$ cat config.mk
export PLATFORM = sky130hd
export DESIGN_NAME = snn_stream_driver
export DESIGN_NICKNAME = d
export VERILOG_FILES = /design/src/rtl/snn_pkg.sv /design/src/rtl/snn_stream_buf.sv /design/src/rtl/snn_stream_driver.sv
export SDC_FILE = /design/constraint.sdc
export NUM_CORES = 1
export LEC_CHECK = 0
export CORE_ASPECT_RATIO = 0.75
export CORE_MARGIN = 4
export CORE_UTILIZATION = 36
export DETAILED_ROUTE_END_ITERATION = 6
export DONT_BUFFER_PORTS = 1
export PLACE_DENSITY = 0.63
export SYNTH_ARGS = -nofsm -noshare
export SYNTH_HDL_FRONTEND = slang
export SYNTH_SLANG_ARGS = --single-unit
$ cat constraint.sdc
create_clock -name clk -period 3.2 [get_ports clk]
set_clock_uncertainty 0.05 [all_clocks]
set_input_delay 0.16 -clock clk [delete_from_list [all_inputs] [get_ports clk]]
set_output_delay 0.16 -clock clk [all_outputs]
set_load 0.02 [all_outputs]
$ cat src/rtl/snn_pkg.sv
// Shared definitions for the SNN stream driver: buffer sizes, response width,
// FSM state encoding, buffer-select encodings and the write address check.
package snn_pkg;

  localparam int IMG_DIM   = 6;
  localparam int KER_DIM   = 3;
  localparam int IMG_BYTES = 2 * IMG_DIM * IMG_DIM;
  localparam int KER_BYTES = KER_DIM * KER_DIM;
  localparam int W_BYTES   = 4;
  localparam int OUT_W     = 10;
  localparam int IDX_W     = 7;

  localparam logic [IDX_W-1:0] IMG_LEN  = IDX_W'(IMG_BYTES);
  localparam logic [IDX_W-1:0] KER_LEN  = IDX_W'(KER_BYTES);
  localparam logic [IDX_W-1:0] W_LEN    = IDX_W'(W_BYTES);
  localparam logic [IDX_W-1:0] IMG_LAST = IDX_W'(IMG_BYTES - 1);

  localparam logic [1:0] SEL_IMG  = 2'd0;
  localparam logic [1:0] SEL_KER  = 2'd1;
  localparam logic [1:0] SEL_W    = 2'd2;
  localparam logic [1:0] SEL_RSVD = 2'd3;

  typedef enum logic [1:0] {IDLE, SEND, WAIT, DONE} state_e;

  // True when the address lands inside the selected buffer.
  function automatic logic addr_ok(input logic [1:0] sel, input logic [IDX_W-1:0] addr);
    logic ok;
    case (sel)
      SEL_IMG: ok = (addr < IMG_LEN);
      SEL_KER: ok = (addr < KER_LEN);
      SEL_W:   ok = (addr < W_LEN);
      default: ok = 1'b0;
    endcase
    return ok;
  endfunction

endpackage

$ cat src/rtl/snn_stream_buf.sv
// Image / kernel / weight byte storage for the stream driver.
// Ports:
//   clk, rst_n          clock, async active-low reset (clears all bytes)
//   wr_en_i             write strobe (already qualified by the caller)
//   wr_sel_i/addr/data  buffer select, byte index, data
//   rd_idx_i            stream index read by all three buffers at once
//   img_o/ker_o/w_o     byte at rd_idx_i, 0 when the index is out of range
module snn_stream_buf
  import snn_pkg::*;
(
  input  logic             clk,
  input  logic             rst_n,
  input  logic             wr_en_i,
  input  logic [1:0]       wr_sel_i,
  input  logic [IDX_W-1:0] wr_addr_i,
  input  logic [7:0]       wr_data_i,
  input  logic [IDX_W-1:0] rd_idx_i,
  output logic [7:0]       img_o,
  output logic [7:0]       ker_o,
  output logic [7:0]       w_o
);

  logic [7:0] img_q [IMG_BYTES];
  logic [7:0] ker_q [KER_BYTES];
  logic [7:0] w_q   [W_BYTES];

  logic wr_ok;
  assign wr_ok = wr_en_i && addr_ok(wr_sel_i, wr_addr_i);

  always_ff @(posedge clk or negedge rst_n) begin
    if (!rst_n) begin
      for (int i = 0; i < IMG_BYTES; i++) img_q[i] <= '0;
      for (int i = 0; i < KER_BYTES; i++) ker_q[i] <= '0;
      for (int i = 0; i < W_BYTES; i++)   w_q[i]   <= '0;
    end else if (wr_ok) begin
      case (wr_sel_i)
        SEL_IMG: img_q[wr_addr_i]      <= wr_data_i;
        SEL_KER: ker_q[wr_addr_i[3:0]] <= wr_data_i;
        SEL_W:   w_q[wr_addr_i[1:0]]   <= wr_data_i;
        default: ;
      endcase
    end
  end

  // A write landing on the byte being read is forwarded, so a write issued
  // together with start is already visible in the first streamed byte.
  always_comb begin
    img_o = '0;
    ker_o = '0;
    w_o   = '0;
    if (rd_idx_i < IMG_LEN)
      img_o = (wr_ok && wr_sel_i == SEL_IMG && wr_addr_i == rd_idx_i) ? wr_data_i : img_q[rd_idx_i];
    if (rd_idx_i < KER_LEN)
      ker_o = (wr_ok && wr_sel_i == SEL_KER && wr_addr_i == rd_idx_i) ? wr_data_i : ker_q[rd_idx_i[3:0]];
    if (rd_idx_i < W_LEN)
      w_o = (wr_ok && wr_sel_i == SEL_W && wr_addr_i == rd_idx_i) ? wr_data_i : w_q[rd_idx_i[1:0]];
  end

endmodule

$ cat src/rtl/snn_stream_driver.sv
// Host-side transmitter for the SNN input protocol. Streams two 6x6 images,
// a 3x3 kernel and 2x2 weights as one 72-cycle in_valid burst, then waits for
// the single-cycle response and captures its data and latency.
//
// state | meaning
// IDLE  | buffers writable, waiting for start
// SEND  | streaming byte k = 0..71
// WAIT  | burst done, counting cycles until response or timeout
// DONE  | one-cycle done pulse, then back to IDLE
//
// Ports:
//   clk, rst_n            clock, async active-low reset
//   wr_*_i                buffer write port (applied in IDLE only)
//   start_i               launch a transfer (IDLE only)
//   in_valid_o, img_o, ker_o, weight_o   registered stream to the SNN
//   snn_out_valid_i, snn_out_data_i      response from the SNN
//   busy_o, done_o        status
//   result_o, lat_o       captured response data and latency
//   timeout_o, err_o      sticky per-transfer flags
module snn_stream_driver
  import snn_pkg::*;
#(
  parameter int TIMEOUT = 255
) (
  input  logic             clk,
  input  logic             rst_n,
  input  logic             wr_en_i,
  input  logic [1:0]       wr_sel_i,
  input  logic [IDX_W-1:0] wr_addr_i,
  input  logic [7:0]       wr_data_i,
  input  logic             start_i,
  output logic             in_valid_o,
  output logic [7:0]       img_o,
  output logic [7:0]       ker_o,
  output logic [7:0]       weight_o,
  input  logic             snn_out_valid_i,
  input  logic [OUT_W-1:0] snn_out_data_i,
  output logic             busy_o,
  output logic             done_o,
  output logic [OUT_W-1:0] result_o,
  output logic [7:0]       lat_o,
  output logic             timeout_o,
  output logic             err_o
);

  localparam logic [7:0] TO_CNT = 8'(TIMEOUT);

  state_e           state_q;
  logic [IDX_W-1:0] k_q;
  logic             in_valid_q, done_q, timeout_q, err_q, err_pend_q;
  logic [7:0]       img_q, ker_q, w_q, lat_q;
  logic [OUT_W-1:0] result_q;

  logic             idle, wr_ok, wr_bad;
  logic [IDX_W-1:0] rd_idx;
  logic [7:0]       rd_img, rd_ker, rd_w;

  assign idle   = (state_q == IDLE);
  assign wr_ok  = wr_en_i && idle && addr_ok(wr_sel_i, wr_addr_i);
  assign wr_bad = wr_en_i && !wr_ok;
  // Outputs are registered, so the buffer is read one index ahead.
  assign rd_idx = idle ? '0 : k_q + 7'd1;

  snn_stream_buf u_buf (
    .clk       (clk),
    .rst_n     (rst_n),
    .wr_en_i   (wr_ok),
    .wr_sel_i  (wr_sel_i),
    .wr_addr_i (wr_addr_i),
    .wr_data_i (wr_data_i),
    .rd_idx_i  (rd_idx),
    .img_o     (rd_img),
    .ker_o     (rd_ker),
    .w_o       (rd_w)
  );

  always_ff @(posedge clk or negedge rst_n) begin
    if (!rst_n) begin
      state_q    <= IDLE;
      k_q        <= '0;
      in_valid_q <= 1'b0;
      img_q      <= '0;
      ker_q      <= '0;
      w_q        <= '0;
      done_q     <= 1'b0;
      result_q   <= '0;
      lat_q      <= '0;
      timeout_q  <= 1'b0;
      err_q      <= 1'b0;
      err_pend_q <= 1'b0;
    end else begin
      case (state_q)
        IDLE: begin
          if (start_i) begin
            state_q    <= SEND;
            k_q        <= '0;
            in_valid_q <= 1'b1;
            img_q      <= rd_img;
            ker_q      <= rd_ker;
            w_q        <= rd_w;
            result_q   <= '0;
            lat_q      <= '0;
            timeout_q  <= 1'b0;
            // A bad write seen while idle is charged to this transfer.
            err_q      <= err_pend_q | wr_bad;
            err_pend_q <= 1'b0;
          end else if (wr_bad) begin
            err_pend_q <= 1'b1;
          end
        end
        SEND: begin
          if (snn_out_valid_i || wr_bad) err_q <= 1'b1;
          if (k_q == IMG_LAST) begin
            state_q    <= WAIT;
            in_valid_q <= 1'b0;
            img_q      <= '0;
            ker_q      <= '0;
            w_q        <= '0;
            lat_q      <= 8'd1;
          end else begin
            k_q   <= k_q + 7'd1;
            img_q <= rd_img;
            ker_q <= rd_ker;
            w_q   <= rd_w;
          end
        end
        WAIT: begin
          if (wr_bad) err_q <= 1'b1;
          if (snn_out_valid_i) begin
            result_q <= snn_out_data_i;
            done_q   <= 1'b1;
            state_q  <= DONE;
          end else if (lat_q >= TO_CNT) begin
            timeout_q <= 1'b1;
            done_q    <= 1'b1;
            state_q   <= DONE;
          end else if (lat_q != 8'hFF) begin
            lat_q <= lat_q + 8'd1;
          end
        end
        DONE: begin
          if (snn_out_valid_i || wr_bad) err_q <= 1'b1;
          done_q  <= 1'b0;
          state_q <= IDLE;
        end
        default: state_q <= IDLE;
      endcase
    end
  end

  assign in_valid_o = in_valid_q;
  assign img_o      = img_q;
  assign ker_o      = ker_q;
  assign weight_o   = w_q;
  assign busy_o     = !idle;
  assign done_o     = done_q;
  assign result_o   = result_q;
  assign lat_o      = lat_q;
  assign timeout_o  = timeout_q;
  assign err_o      = err_q;

endmodule

* Word level (Yosys, flattened, before mapping) *
Cells that the tools add are included.

word-level totals
  flip-flop bits (word level) = 736
  word-level logic and storage cells = 244
  input bits = 32

operators by class
  reduce and logical (&&, ||, !) cells = 37
  magnitude comparators = 16
  equality and inequality tests = 19
  add/sub/neg operators = 2
  mux-type cells = 66
  bitwise logic cells = 7

operators by type and width
  cell                                                      number
  bitwise mux 576 bit                                       1
  two-way mux 8 bit                                         26
  bitwise mux 72 bit                                        1
  binary-select mux 8 bit (select 7 bit)                    1
  demux 8 bit (select 7 bit)                                1
  one-hot mux 8 bit (2 select lines)                        3
  binary-select mux 8 bit (select 4 bit)                    1
  bitwise mux 32 bit                                        1
  demux 8 bit (select 4 bit)                                1
  greater-or-equal comparator 8 bit, second input constant  3
  one-hot mux 8 bit (3 select lines)                        1
  two-way mux 7 bit                                         3
  two-way mux 10 bit                                        2
  one-hot mux 10 bit (2 select lines)                       1
  != test 2 bit, second input constant                      9
  binary-select mux 8 bit (select 2 bit)                    1
  demux 8 bit (select 2 bit)                                1
  inverter 7 -> 8 bit                                       2
  AND reduction 3 bit                                       5
  < comparator 7 x 3 -> 1 bit, second input constant        2
  < comparator 7 x 4 -> 1 bit, second input constant        2
  < comparator 7 bit, second input constant                 2
  one-hot mux 7 bit (2 select lines)                        1
  logical AND 1 bit                                         13
  other kinds (31)                                          63

* Logic depth before layout (Yosys ltp) *
Gate-level depths: netlist of run 1.

  depth in word-level cells = 10
  gate-level depth with buffers = 14
  mapped depth without buffers = 10

* Cells and area by module *
From an unflattened synthesis of run 1, not the netlist that was laid out.

unflattened totals
  cell total of the unflattened synthesis = 2331
  area, all modules = 34493.1 um^2

modules (own cells, without submodules)
  module             cells each  area each (um^2)  seq. area each (um^2)  instances
  snn_stream_buf     2069        31808.0           17016.3                1
  snn_stream_driver  262         2685.1            1401.3                 1

* Worst setup path after synthesis of run 1 *
No wires, ideal clock.

  kind = flip-flop to flip-flop
  from = register state_q[0]
  to = register img_q[7], in the netlist img_o[7]
  path buffers = 4
  slack = -0.054 ns
  stages on the path, launching flop included = 14
  arrival time = 3.137 ns
  clock period less this slack = 3.254 ns
  path through = dfrtp_1 inv_1 ha_1 clkbuf_1 nor2_1 buf_2 buf_1 clkbuf_1 nand2_1 nand3_1 nand3_1 a31o_2 a2111oi_0 a221o_1

on the way
  longest elaborated chain between the ends = 10

RTL lines
  item                                                                                               RTL line                                           source
  from (decl)                                                                                        snn_stream_driver.sv:48                            state_e state_q;
  from (signal assigned)                                                                             snn_stream_driver.sv:79                            state_q <= IDLE;
  from (signal assigned)                                                                             snn_stream_driver.sv:95                            state_q <= SEND;
  from (signal assigned)                                                                             snn_stream_driver.sv:114                           state_q <= WAIT;
  zero test 2 bit                                                                                    snn_stream_driver.sv:58, snn_stream_driver.sv:92
  two-way mux 7 bit / logical AND 1 bit (equally long branches)                                      snn_stream_driver.sv:62, snn_stream_driver.sv:59
  inverter 7 -> 8 bit (not written as such) / logical AND 1 bit (equally long branches)              snn_stream_buf.sv:52, snn_stream_driver.sv:59
  binary-select mux 8 bit (select 7 bit) / logical AND 1 bit (equally long branches)                 snn_stream_buf.sv:52, snn_stream_buf.sv:28
  two-way mux 8 bit (not written as such) / logical AND 1 bit (equally long branches) (2 in series)  snn_stream_buf.sv:52                               img_o = (wr_ok && wr_sel_i == SEL_IMG && wr_addr_i == rd_idx_i) ? wr_data_i : img_q[rd_idx_i];
  two-way mux 8 bit                                                                                  snn_stream_buf.sv:52
  two-way mux 8 bit                                                                                  snn_stream_buf.sv:51                               if (rd_idx_i < IMG_LEN)
  two-way mux 8 bit (on tied branches)                                                               snn_stream_driver.sv:113, snn_stream_driver.sv:94
  one-hot mux 8 bit (2 select lines)                                                                 snn_stream_driver.sv:92                            case (state_q)
  to (signal assigned)                                                                               snn_stream_driver.sv:98                            img_q <= rd_img;
  to (signal assigned)                                                                               snn_stream_driver.sv:122                           img_q <= rd_img;
  to (decl)                                                                                          snn_stream_driver.sv:51                            logic [7:0] img_q, ker_q, w_q, lat_q;

Parallel ways exist; a longest one is shown, timed or not. The select of a mux whose other input is x is not followed.
A chain may end at the register's enable or synchronous reset.

* Worst setup path in the final report of run 1 *
  from = register state_q[1]
  to = register u_buf.img_q[235] in the netlist's numbering

on the way
  longest elaborated chain between the ends = 5

RTL lines
  item                                  RTL line                 source
  zero test 2 bit                       snn_stream_driver.sv:58  assign idle = (state_q == IDLE);
  logical AND 1 bit (2 in series)       snn_stream_driver.sv:59  assign wr_ok = wr_en_i && idle && addr_ok(wr_sel_i, wr_addr_i);
  logical AND 1 bit                     snn_stream_buf.sv:28     assign wr_ok = wr_en_i && addr_ok(wr_sel_i, wr_addr_i);
  AND reduction 2 bit (no source line)  --
  to (signal, indexed assignment)       snn_stream_buf.sv:37     SEL_IMG: img_q[wr_addr_i] <= wr_data_i;
  to (decl)                             snn_stream_buf.sv:23     logic [7:0] img_q [IMG_BYTES];

No other way between the ends.

==> impl_metrics.py, run 1 <==
metrics = {
    "synth": {
        "ys.flop_type": "dfrtp_1",
        "synth_area_um2": 34600,
        "synth_seq_cells": 736,
        "synth_top_cell_by_area": "dfrtp_1",
        "syn_nets": 2953,
        "yosysMostFrequentCell": "dfrtp_1",
        "synth_top_area_frac": 0.532,
        "ys_top_cells_by_count": "dfrtp_1 (736), mux2_2 (672), nand2_1 (405)",
        "ys_seq_area_frac": 0.532,
        "ys_top_cells_by_area": "dfrtp_1 (53%), mux2_2 (22%), nand2_1 (4.4%), mux4_2 (2.5%), mux2i_1 (2.3%)",
        "synth_cells": 2914,
        "avgSynthCellArea_um2": 11.9,
        "synth_cell_types": 69,
        "synth-edff-count": 0,
        "synthArstFlopShare": 1.00,
        "yosys_warnings": 0,
    },
    "finish": {
        "final_area_um2": 40300,
        "utilization": 0.422,
        "antennaDiodeCount": 0,
        "nNetsFinal": 3058,
        "layout-drive-gt1-share": 0.341,
        "area_growth_pct": 16.3,
    },
    "sta": {
        "whs_ns": -0.818,
        "min_period_over_period": 0.982,
        "relSlewSlack": -1.07,
        "min_period_ns": 3.14,
        "setup_violations": 0,
        "fin_tns_setup_ns": 0,
        "drv_slew": 453,
        "worstMarginPinSlew_ns": 3.11,
        "rsz0062_at_grt": "false",
        "hold_viol": 736,
        "fmax_ghz": 0.318,
    },
    "global_routing": {
        "grt_max_degree": 737,
        "grt_pass1_wl_um": 155000,
        "grt_util_all_layers": 0.197,
        "grt_pass1_vias": 24100,
        "top_usage_layer": "met1",
        "antenna_found_initial": 4,
        "grt_overflow": 0,
        "met3_usage": 0.0652,
        "gr-usage-met1": 0.299,
        "use_met2": 0.269,
    },
    "worst_setup_path": {
        "reg2reg_from": "state_q[1]$_DFFE_PN0P_",
        "worstSetupPathType": "flip-flop to flip-flop",
        "cp_cell_sequence": "inv_1 -> ha_4 -> buf_4 -> nand2_1 -> buf_4 -> nor4_2 -> buf_4 -> nand2_1 -> mux2_2 -> dlygate4sd3_1",
        "path_delay_family": "buffers and inverters",
        "worstSetupStartpoint": "state_q[1]$_DFFE_PN0P_",
        "critPathLaunchType": "flip-flop",
        "required_ns": 3.67,
        "path_depth": 10,
        "reg2reg_slack_ns": 0.06,
        "crit_slowest_cell": "dlygate4sd3_1",
        "crit_end": "u_buf.img_q[235]$_DFFE_PN0P_",
        "crit_arrival_ns": 3.62,
        "worst_r2r_endpoint": "u_buf.img_q[235]$_DFFE_PN0P_",
        "critPathMaxFanout": 8,
        "end_kind": "flip-flop",
        "critPathMaxStageDelay_ns": 0.56,
        "cpMostUsedCell": "buf_4",
        "worst-path-buf-inv": 5,
        "rr_worst_depth": 10,
    },
    "floorplanning": {
        "die_w_um": 366,
        "io_pins": 79,
        "start_util": 0.363,
        "die-height_um": 277,
        "rows": 98,
        "core-area_um2": 95400,
        "die-area_um2": 101000,
    },
    "cts": {
        "cts_buffer_depth": 3,
        "numCtsBuffers": 71,
        "h-tree-depth": 3,
        "worstSkewPairLatency_ns": 0.64,
        "cts_tree": "done",
        "clock_sinks": 736,
        "clockRootBuffer": "clkbuf_16",
        "clk_pin_slew_ns": 0.07,
    },
    "placement": {
        "io_buffers": 0,
        "gp_congestion": 0.875,
        "dpl-instance-area_um2": 37000,
        "dpl.hpwl_um": 61700,
    },
    "power_and_ir_drop": {
        "irDropWorstVdd_v": 0.000522,
        "leakage_nw": 19.0,
        "p_per_area_nw_per_um2": 720,
    },
    "run_status": {
        "violations": "hold timing, slew limit",
        "status": "complete, but fails checks",
    },
    "route": {
        "vias": 24400,
        "routedWlPerCell_um": 23.6,
        "ant_nets": 0,
        "drtIter0Drc": 2696,
        "viasPerCell": 5.65,
        "totalWireLength_um": 102000,
        "remaining_drc_errors": 0,
        "first_pass_iters": 5,
    },
    "flow_run": {
        "drv_cap": 0,
    },
    "worst_hold_path": {
        "hold_class": "primary input to async pin",
    },
}
==> registers in the layout (all words and copies together), names as in the netlist <==
signal       flops
in_valid_o       1
result_o        10
done_o           1
err_o            1
state_q          2
timeout_o        1
k_q              7
lat_o            8
weight_o         8
u_buf.w_q       32
err_pend_q       1
img_o            8
u_buf.ker_q     72
ker_o            8
u_buf.img_q    576
==> final cells by class <==
cell class                 instances  area, µm²
multi-input combinational       1953      15500
sequential                       736      18400
tap                             1250       1560
timing repair buffer             248       2400
clock inverter                    23        236
clock buffer                      98       2060
fill                            8853      55100
inverter                           9       41.3
==> per-stage QoR <==
stage,std cells,setup WS [ns],power [W],hold WS [ns]
3_3_place_gp,4119,-0.000255,0.0197,-0.165
5_1_grt,4317,0.00245,0.0302,-0.864
6_report,4317,0.0583,0.0290,-0.818
3_5_place_dp,4119,-0.0719,0.0198,-0.163
4_1_cts,4308,0.00988,0.0287,-0.858
2_1_floorplan,2914,0.120,0.0156,-0.186
==> how the worst min path moves through the flow <==
stage | from | end | slack, ns | depth (start not counted)
5_1_grt | rst_n | ker_o[2]$_DFFE_PN0P_ | -0.86 | 0
4_1_cts | rst_n | u_buf.ker_q[65]$_DFFE_PN0P_ | -0.86 | 0
3_3_place_gp | rst_n | u_buf.ker_q[65]$_DFFE_PN0P_ | -0.16 | 0
3_5_place_dp | rst_n | u_buf.ker_q[65]$_DFFE_PN0P_ | -0.16 | 0
2_1_floorplan | rst_n | done_o$_DFFE_PN0P_ | -0.19 | 0
6_report | rst_n | u_buf.ker_q[65]$_DFFE_PN0P_ | -0.82 | 0
==> what timing repair did <==
item | 4_1_cts | 5_1_grt
pin swaps | 0 | 3
endpoints found under the hold margin | 1457 | 817
gates resized for setup | 1 | 24
hold buffers | 68 | 3
buffers inserted | 0 | 5
endpoints found under the setup margin | 15 | 88
cloned | 0 | 1
==> report_power, final <==
part	switching, W	internal, W
clock network	0.00373	0.00483
registers	0.000517	0.00964
logic	0.00676	0.00351
total	0.0110	0.0180
==> routing by layer <==
layer	routed length (µm)	part of all wire	vias to the layer above
met3	10000	0.099	139
li1	-	-	10700
met5	25	0.00025	-
met2	41300	0.41	877
met4	2290	0.022	4
met1	48100	0.47	12700
==> layout by cell type, fill, tap and decap left out, types with 9 or more instances in the layout <==
| cell | Yosys | routed |
|---|---|---|
| mux2_1 | 9 | 9 |
| a22oi_1 | 14 | 14 |
| mux2_2 | 672 | 672 |
| and3_1 | 10 | 10 |
| clkbuf_1 | 174 | 13 |
| nor2b_1 | 33 | 32 |
| clkbuf_16 | 0 | 75 |
| a211oi_1 | 31 | 29 |
| nor3_1 | 20 | 20 |
| a31oi_1 | 40 | 40 |
| clkinv_2 | 0 | 12 |
| nand3_1 | 109 | 109 |
| mux2i_1 | 79 | 79 |
| nor2_1 | 91 | 88 |
| buf_4 | 0 | 157 |
| dlygate4sd3_1 | 0 | 63 |
| o211ai_1 | 23 | 23 |
| o21ai_0 | 103 | 102 |
| a221oi_1 | 33 | 33 |
| o22ai_1 | 9 | 9 |
| nand2_1 | 405 | 400 |
| mux4_2 | 38 | 38 |
| buf_12 | 0 | 17 |
| dfrtp_1 | 736 | 735 |
| clkbuf_8 | 0 | 10 |
| a21oi_1 | 105 | 105 |
==> logic make-up after synthesis <==
kind of cell	synth area share
multiplexers	0.269
flip-flops	0.532
AND/OR/NAND/NOR	0.0919
AO/OA/AOI/OAI	0.0769
buffers and inverters	0.0249
XOR/XNOR	0.00253
adder cells (fa/ha/maj)	0.00253
No activity file was read; power rests on OpenSTA's default activity.
==> run 2, diff against run 1 <==
--- a/config.mk
+++ b/config.mk
@@ -7,10 +7,10 @@
 export LEC_CHECK = 0
 export CORE_ASPECT_RATIO = 0.75
 export CORE_MARGIN = 4
-export CORE_UTILIZATION = 36
+export CORE_UTILIZATION = 50
 export DETAILED_ROUTE_END_ITERATION = 6
 export DONT_BUFFER_PORTS = 1
-export PLACE_DENSITY = 0.63
+export PLACE_DENSITY = 0.79
 export SYNTH_ARGS = -nofsm -noshare
 export SYNTH_HDL_FRONTEND = slang
 export SYNTH_SLANG_ARGS = --single-unit
==> run 2 against run 1 <==
The flow finishes with violations (DRC, hold timing, slew limit). Wire length is 1.4% lower. Largest power group is now sequential cells. Critical path depth stayed put. Maximum frequency is 0.31% lower. Critical endpoint is now img_o[2]$_DFFE_PN0P_. Worst setup slack worse by 0.0099 ns. Sequential cell count stayed put. Cell count is 9.5% lower. Total power is 1.0% lower. Hold slack better by 0.0045 ns.
==> impl_metrics.py, run 2 (synthesized netlist as in run 1, its figures left out) <==
metrics = {
    "run_status": {
        "status": "complete, but fails checks",
        "violations": "DRC, hold timing, slew limit",
    },
    "sta": {
        "hold_viol": 736,
        "relSlewSlack": -1.01,
        "setup_violations": 0,
        "min_period_over_period": 0.985,
        "fin_ws_ns": 0.0484,
        "drv_slew": 538,
        "rsz0062_at_grt": "true",
        "worstMarginPinSlew_ns": 3.02,
        "min_period_ns": 3.15,
        "fmax_ghz": 0.317,
        "whs_ns": -0.813,
    },
    "worst_setup_path": {
        "required_ns": 3.64,
        "reg2reg_slack_ns": 0.05,
        "worst_r2r_endpoint": "img_o[2]$_DFFE_PN0P_",
        "worstSetupPathType": "flip-flop to flip-flop",
        "critPathLaunchType": "flip-flop",
        "critPathMaxFanout": 14,
        "crit_arrival_ns": 3.59,
        "rr_worst_depth": 10,
        "reg2reg_from": "k_q[0]$_DFFE_PN0P_",
        "worstSetupStartpoint": "k_q[0]$_DFFE_PN0P_",
        "crit_end": "img_o[2]$_DFFE_PN0P_",
        "end_kind": "flip-flop",
    },
    "route": {
        "totalWireLength_um": 100000,
        "drtIter0Drc": 2873,
        "viasPerCell": 6.42,
        "remaining_drc_errors": 7,
        "first_pass_iters": 7,
        "vias": 25100,
        "ant_nets": 0,
        "routedWlPerCell_um": 25.7,
    },
    "floorplanning": {
        "core-area_um2": 68500,
        "rows": 83,
        "die-area_um2": 73500,
        "io_pins": 79,
        "die_w_um": 312,
        "die-height_um": 236,
        "start_util": 0.505,
    },
    "placement": {
        "placed_cells": 3731,
        "io_buffers": 0,
        "dpl.hpwl_um": 61400,
        "dpl_worst_slack_ns": -0.0706,
        "gp_congestion": 0.960,
    },
    "finish": {
        "largest_reg_flops": 576,
        "final_cell_mix": "dfrtp_1 (735), mux2_2 (672), nand2_1 (404)",
        "mostFrequentLayoutCell": "dfrtp_1",
        "layout-drive-gt1-share": 0.340,
        "fin_cells": 3908,
        "largest-register": "u_buf.img_q",
        "utilization": 0.575,
        "antennaDiodeCount": 0,
        "nNetsFinal": 3003,
        "area_growth_pct": 13.8,
        "top_regs": "u_buf.img_q x576, u_buf.ker_q x72, u_buf.w_q x32",
    },
    "global_routing": {
        "antenna_found_initial": 3,
        "grt_pass1_vias": 25700,
        "grt_util_all_layers": 0.269,
        "grt_max_degree": 737,
        "grt_overflow": 0,
        "grt_pass1_wl_um": 155000,
    },
    "cts": {
        "worstSkewPairLatency_ns": 0.62,
        "cts_hold_buf": 43,
        "clockRootBuffer": "clkbuf_16",
        "cts_buffer_depth": 3,
        "clock_sinks": 736,
        "h-tree-depth": 3,
        "numCtsBuffers": 70,
        "cts_tree": "done",
        "clk_pin_slew_ns": 0.07,
    },
    "flow_run": {
        "drv_cap": 0,
    },
    "power_and_ir_drop": {
        "leakage_nw": 18.8,
        "irDropWorstVdd_v": 0.000718,
        "p_per_area_nw_per_um2": 729,
    },
    "worst_hold_path": {
        "hold_class": "primary input to async pin",
    },
}
-- run 2: cell types whose count changed in the layout (fill, tap and decap cells not counted), moves of 3 or more --
cell | previous run | this run
nand2_2 | 4 | 0
buf_4 | 157 | 127
a221oi_1 | 33 | 29
clkbuf_8 | 10 | 13
o221ai_2 | 0 | 4
o221ai_1 | 6 | 2
clkinv_2 | 12 | 18
inv_6 | 3 | 0
dlygate4sd3_1 | 63 | 35
clkinvlp_4 | 6 | 3
a221oi_2 | 0 | 4
nand2_1 | 400 | 404
-- run 2: stage by stage --
stage | TNS [ns] | hold WS (ns) | power, W | area (µm²)
after CTS | 0 | -0.831 | 0.0282 | 39200
final | 0 | -0.813 | 0.0287 | 39400
after detailed placement | -0.236 | -0.163 | 0.0193 | 36300
after global placement | -0.390 | -0.165 | 0.0191 | 36300
after floorplan | 0 | -0.186 | 0.0156 | 34600
after global routing | -0.0169 | -0.836 | 0.0297 | 39400
-- run 2: worst max-delay path, cell delays in order, from the launching register on --
cell and delay (ns):
dfrtp_4 0.48, ha_1 0.26, xnor2_2 0.22, nor2_4 0.32, buf_12 0.21, mux4_2 0.31
a2111o_1 0.46, o221ai_2 0.14, a21oi_1 0.13, o211ai_1 0.26, o21ai_0 0.15
-- run 2: per-layer routing --
layer  track usage  share of wire
met5             0        0.00044
met4        0.0858          0.031
met3        0.0846           0.11
met2         0.396           0.44
met1         0.383           0.42
-- run 2: worst min-delay path by stage --
stage               depth (start not counted)                           to   from
floorplan                                   0           done_o$_DFFE_PN0P_  rst_n
finish                                      0  u_buf.ker_q[66]$_DFFE_PN0P_  rst_n
detailed placement                          0  u_buf.ker_q[66]$_DFFE_PN0P_  rst_n
global route                                0  u_buf.ker_q[70]$_DFFE_PN0P_  rst_n
global placement                            0  u_buf.ker_q[66]$_DFFE_PN0P_  rst_n
CTS                                         0  u_buf.ker_q[70]$_DFFE_PN0P_  rst_n
-- run 2: report_power, final --
group          internal (W)  total, W  switching (W)
sequential          0.00964    0.0102       0.000516
combinational       0.00339    0.0101        0.00672
clock               0.00481   0.00844        0.00363
-- run 2: timing repair --
action / CTS / global route
cloned: 2 / 1
gates resized for setup: 0 / 27
buffers inserted: 1 / 6
pin swaps: 1 / 4
endpoints found under the hold margin: 1457 / 736
endpoints found under the setup margin: 4 / 15
-- run 2: layout make-up --
class	instances	area (µm²)
clock buffers	98	2050
clock inverters	26	246
fillers	5325	29100
inverters	9	41.3
multi-input cells	1952	15500
flip-flops and latches	736	18400
well taps	892	1120
repair buffers	195	2010
